--- config.mk ---
export PLATFORM = sky130hd
export DESIGN_NAME = branch_resolve_ctrl
export DESIGN_NICKNAME = d
export VERILOG_FILES = /design/src/rtl/branch_resolve_ctrl.sv
export SDC_FILE = /design/constraint.sdc
export NUM_CORES = 1
export LEC_CHECK = 0
export CORE_ASPECT_RATIO = 0.8
export CORE_MARGIN = 2
export CORE_UTILIZATION = 42
export DETAILED_ROUTE_END_ITERATION = 12
export PLACE_DENSITY_LB_ADDON = 0.3
export SLEW_MARGIN = 25
export SYNTH_ARGS = -nofsm -noshare
export SYNTH_HDL_FRONTEND = slang
export SYNTH_SLANG_ARGS = --single-unit
--- constraint.sdc ---
create_clock -name clk -period 4.2 [get_ports clk]
set_clock_uncertainty 0.05 [all_clocks]
set_input_delay 0.63 -clock clk [delete_from_list [all_inputs] [get_ports clk]]
set_output_delay 0.63 -clock clk [all_outputs]
set_load 0.02 [all_outputs]
--- src/rtl/branch_resolve_ctrl.sv ---
// branch_resolve_ctrl: 2-bit saturating-counter branch direction predictor
// plus EX-stage resolution with a registered flush/redirect to fetch.
// Optional build macro BRANCH_STATS_EN adds resolved-branch and mispredict
// counters; without it the stat ports are tied to zero.
//
// Handshake: there is no valid/ready pair here. An EX instruction is
// consumed exactly once, in the first cycle where ex_valid=1, ex_stall=0 and
// no flush is being issued. flush is a one-cycle pulse and redirect_pc is
// only meaningful while flush=1.
module branch_resolve_ctrl #(
  parameter int         PHT_IDX_BITS = 6,
  parameter logic [1:0] RESET_CTR    = 2'b01
) (
  input  logic        clk,
  input  logic        rst,
  input  logic [31:0] if_pc,
  output logic        if_pred_taken,
  input  logic        ex_valid,
  input  logic        ex_stall,
  input  logic        ex_is_branch,
  input  logic        ex_is_jump,
  input  logic        ex_br_en,
  input  logic [31:0] ex_pc,
  input  logic [31:0] ex_target,
  input  logic        ex_pred_taken,
  input  logic [31:0] ex_pred_target,
  output logic        flush,
  output logic [31:0] redirect_pc,
  output logic [31:0] stat_branches,
  output logic [31:0] stat_mispredicts
);

  localparam int PHT_ENTRIES = 1 << PHT_IDX_BITS;

  logic [1:0]              pht_q [PHT_ENTRIES];
  logic [1:0]              pht_d [PHT_ENTRIES];
  logic                    flush_q, flush_d;
  logic [31:0]             redirect_q, redirect_d;
  logic [PHT_IDX_BITS-1:0] if_idx, ex_idx;
  logic                    resolve, actual_taken, mispredict, train;
  logic [31:0]             correct_pc;
  logic [1:0]              ctr_old, ctr_new;

  assign if_idx        = if_pc[PHT_IDX_BITS+1:2];
  assign ex_idx        = ex_pc[PHT_IDX_BITS+1:2];
  // Lookup reads registered state only, so a same-cycle write is not bypassed.
  assign if_pred_taken = pht_q[if_idx][1];
  assign flush         = flush_q;
  assign redirect_pc   = redirect_q;

  // Resolve the EX instruction: outcome, mispredict detection, counter training.
  always_comb begin
    resolve      = ex_valid & ~ex_stall & ~flush_q;
    actual_taken = ex_is_jump | (ex_is_branch & ex_br_en);
    correct_pc   = actual_taken ? ex_target : (ex_pc + 32'd4);
    mispredict   = resolve & (ex_is_branch | ex_is_jump) &
                   ((actual_taken != ex_pred_taken) |
                    (actual_taken & ex_pred_taken & (ex_pred_target != ex_target)));
    train        = resolve & ex_is_branch;
    ctr_old      = pht_q[ex_idx];
    ctr_new      = ctr_old;
    if (ex_br_en) begin
      if (ctr_old != 2'b11) ctr_new = ctr_old + 2'b01;
    end else begin
      if (ctr_old != 2'b00) ctr_new = ctr_old - 2'b01;
    end
    for (int i = 0; i < PHT_ENTRIES; i++) pht_d[i] = pht_q[i];
    if (train) pht_d[ex_idx] = ctr_new;
    flush_d    = mispredict;
    redirect_d = mispredict ? correct_pc : redirect_q;
  end

  // Pattern history table and registered flush/redirect.
  always_ff @(posedge clk) begin
    if (rst) begin
      flush_q    <= 1'b0;
      redirect_q <= 32'd0;
      for (int i = 0; i < PHT_ENTRIES; i++) pht_q[i] <= RESET_CTR;
    end else begin
      flush_q    <= flush_d;
      redirect_q <= redirect_d;
      for (int i = 0; i < PHT_ENTRIES; i++) pht_q[i] <= pht_d[i];
    end
  end

`ifdef BRANCH_STATS_EN
  logic [31:0] stat_branches_q, stat_branches_d;
  logic [31:0] stat_mispredicts_q, stat_mispredicts_d;

  // Next values of the wrapping statistics counters.
  always_comb begin
    stat_branches_d    = stat_branches_q + {31'd0, train};
    stat_mispredicts_d = stat_mispredicts_q + {31'd0, mispredict};
  end

  // Statistics counter registers.
  always_ff @(posedge clk) begin
    if (rst) begin
      stat_branches_q    <= 32'd0;
      stat_mispredicts_q <= 32'd0;
    end else begin
      stat_branches_q    <= stat_branches_d;
      stat_mispredicts_q <= stat_mispredicts_d;
    end
  end

  assign stat_branches    = stat_branches_q;
  assign stat_mispredicts = stat_mispredicts_q;
`else
  assign stat_branches    = 32'd0;
  assign stat_mispredicts = 32'd0;
`endif

endmodule

==> summary.md <==
| Metric | Value |
|---|---|
| CTS tree | yes |
| Grt total ovfl | 0 |
| Pint | 0.00271 W |
| Outcome | complete, no violations |
| Gr usage total | 0.248 |
| Setup ws final | between 0.07 and 0.08 ns |
| Final Slew Violations | 0 |
| Crit. End Element | primary output |
| Logic pwr share | 0.175 |
| Place WS | -0.0320 ns |
| Switching part of the total power | 0.289 |
| Final hold violation count | 0 |
| Slew margin rel. | 0.346 |
| Die W | 172 um |
| NetSw | about 0.0011 W |
| Final Setup Violations | 0 |
| P&R area growth vs syn | 22.2% |
| Top cells by area, synth | dfxtp_1 (34%), nor3_1 (8.9%), mux4_2 (8.5%) |
| Synth area leader | dfxtp_1 |
| Yosys reg bits | 161 |
| CP max FO | 16 |
| Row count | 49 |
| P per Cell Area | approximately 330 nW/um^2 |
| Worst-skew pair later-pin latency | 0.43 ns |
| Fmax | roughly 240 MHz |
| CTS root buf | clkbuf_16 |
| Hpwl dp | around 21000 um |
| Core ar. | about 22000 um^2 |
| Placed cells | about 1500 |
| Post-DRT Antenna Nets | 0 |
| Max_cap viols | 0 |
| DRC Markers | 0 |
| Total power | 0.00381 W |
| Sink Count | 161 |
| DR WL/cell | 19.0 um |
| Share of cells above drive strength 1 | 0.167 |
| Seq/Total Area, Yosys | 0.338 |
| Synthesized area | 9540 um^2 |
| Leakage | a little under 4 nW |
| Synth Instances | between 1000 and 1500 |
| # H-tree levels | 4 |
| Most frequent cells in the layout | nor2_1 (188), nor3_1 (170), dfxtp_1 (161), clkdlybuf4s50_1 (140), conb_1 (64) |
| Diode count | 0 |
| Port-buffer cells | roughly 140 |
| Post-CTS Setup Bufs | 0 |
| Chip height | about 140 um |
| Largest net degree at the start of global routing | 91 |
| DR pass1 iterations | 8 |
| Post-synthesis async set-or-reset flop share | 0 |
| Synth top area share | 0.338 |
| Drt via density | about 5.6 |
| Commonest non-fill, non-tap cell in the layout | nor2_1 |
| Reg power frac | 0.408 |
| Post-layout minimum cycle time | a little over 4 ns |
| Die area | 23900 um^2 |
| Number of flops mapped to enable cells by yosys | 0 |
| Mean Syn Cell Area | 8.56 um^2 |
| Final period utilization | 0.981 |
| Primary FF master, synth | dfxtp_1 |
| Worst vdd ir | between 0.2 and 0.3 mV |
| Worst-Margin Slew | 0.982 ns |
| # fillers | approximately 2100 |
| CP Launch Type | primary input |
| CP Data Arrival Time | 3.44 ns |
| TritonCTS buffer count | 17 |
| CTS Hold Bufs | 0 |
| Hold/Removal Path Class | reg -> reg |
| Final nets | 1368 |
| Starting density of the core | 0.426 |
| Unrepaired setup endpoints after global routing | no |
| Crit path kind | in -> out |
| Initial antenna violation count | 0 |
| Synth cell types | 60 |
| Post-CTS Resized | 0 |
| Final wirelength | slightly below 30000 um |
| Post-route design area | about 12000 um^2 |
| First-pass GRT wire length | between 40000 and 50000 um |
| Synth warn | 0 |
| CTS clock-pin slew for the worst setup and hold paths | 0.07 ns |
| Clock power share | 0.417 |
| R2r setup slk | between 0.8 and 0.9 ns |
| Post-place instance area | between 10000 and 15000 um^2 |
| Vias in the first global route | between 7000 and 8000 |
| Worst EP required | roughly 3.5 ns |
| Post-Layout Cell Count | around 1500 |
| Routability cong. | approximately 0.9 |
| Vias post-DR | just under 9000 |
| CTS max path bufs | 2 |
| I/O pin total | between 200 and 250 |
| Drt initial violations | 908 |
kinds of logic after synthesis:
| family | share of synthesized area |
|---|---|
| AO/OA/AOI/OAI | 0.145 |
| XOR/XNOR | 0.0542 |
| adder cells (fa/ha/maj) | 0.00380 |
| buffers and inverters | 0.102 |
| flip-flops | 0.338 |
| multiplexers | 0.107 |
| other | 0.000393 |
| AND/OR/NAND/NOR | 0.250 |
through the flow:
stage / utilization / TNS, ns / hold slack (ns)
2_1_floorplan: - / 0 / 0.402
3_3_place_gp: 0.494 / 0 / 0.389
3_5_place_dp: 0.494 / -0.256 / 0.395
4_1_cts: 0.521 / 0 / 0.405
5_1_grt: 0.521 / 0 / 0.425
6_report: 0.521 / 0 / 0.402
registers in the layout, indices dropped and copies added (netlist names):
name / flops
flush: 1
pht_q: 128
redirect_pc: 32
power by group through the flow:
| stage | clock network, W | registers, W | logic, W |
|---|---|---|---|
| floorplan | 0 | 0.00160 | 0.000427 |
| global placement | 0 | 0.00159 | 0.000656 |
| detailed placement | 0 | 0.00159 | 0.000660 |
| CTS | 0.00161 | 0.00155 | 0.000661 |
| global route | 0.00166 | 0.00155 | 0.000710 |
| finish | 0.00159 | 0.00155 | 0.000667 |
synthesized netlist by cell type, types with 13 or more instances:
library cell,number
a211o_1,14
a21oi_1,39
a21oi_2,60
a221oi_1,15
buf_4,65
buf_6,17
clkbuf_1,57
dfxtp_1,161
mux4_2,36
nand2_1,53
nand4_1,20
nor2_1,188
nor3_1,170
nor3_2,18
o21ai_0,13
xnor2_1,47
critical path, stage by stage:
cell,delay [ns]
clkdlybuf4s50_1,0.50
buf_12,0.20
mux4_2,0.55
mux4_2,0.51
mux4_2,0.48
clkdlybuf4s50_1,0.56
layout make-up:
cell class,count,area [um^2],share of cell area
Multi-Input combinational cell,859,5610,0.481
Clock inverter,13,151,0.0130
Timing Repair Buffer,182,1810,0.155
Tap cell,306,383,0.0328
Sequential cell,161,3220,0.277
Clock buffer,19,443,0.0380
Inverter,9,33.8,0.00290
final timing paths:
check | from | endpoint | depth (start not counted)
max | if_pc[2] | if_pred_taken | 6
min | redirect_pc[16] | redirect_pc[16] | 2
min reg2reg | redirect_pc[16] | redirect_pc[16] | 2
max reg2reg | pht_q[19][1] | pht_q[50][0] | 9
layer usage:
layer,GRT usage,up-vias,wire (um)
met3,0.0451,52,2300
met4,0.0778,0,732
met1,0.370,4200,13400
met5,0,-,0
li1,-,4092,-
met2,0.361,357,13100
No activity file was read; power rests on OpenSTA's default activity.
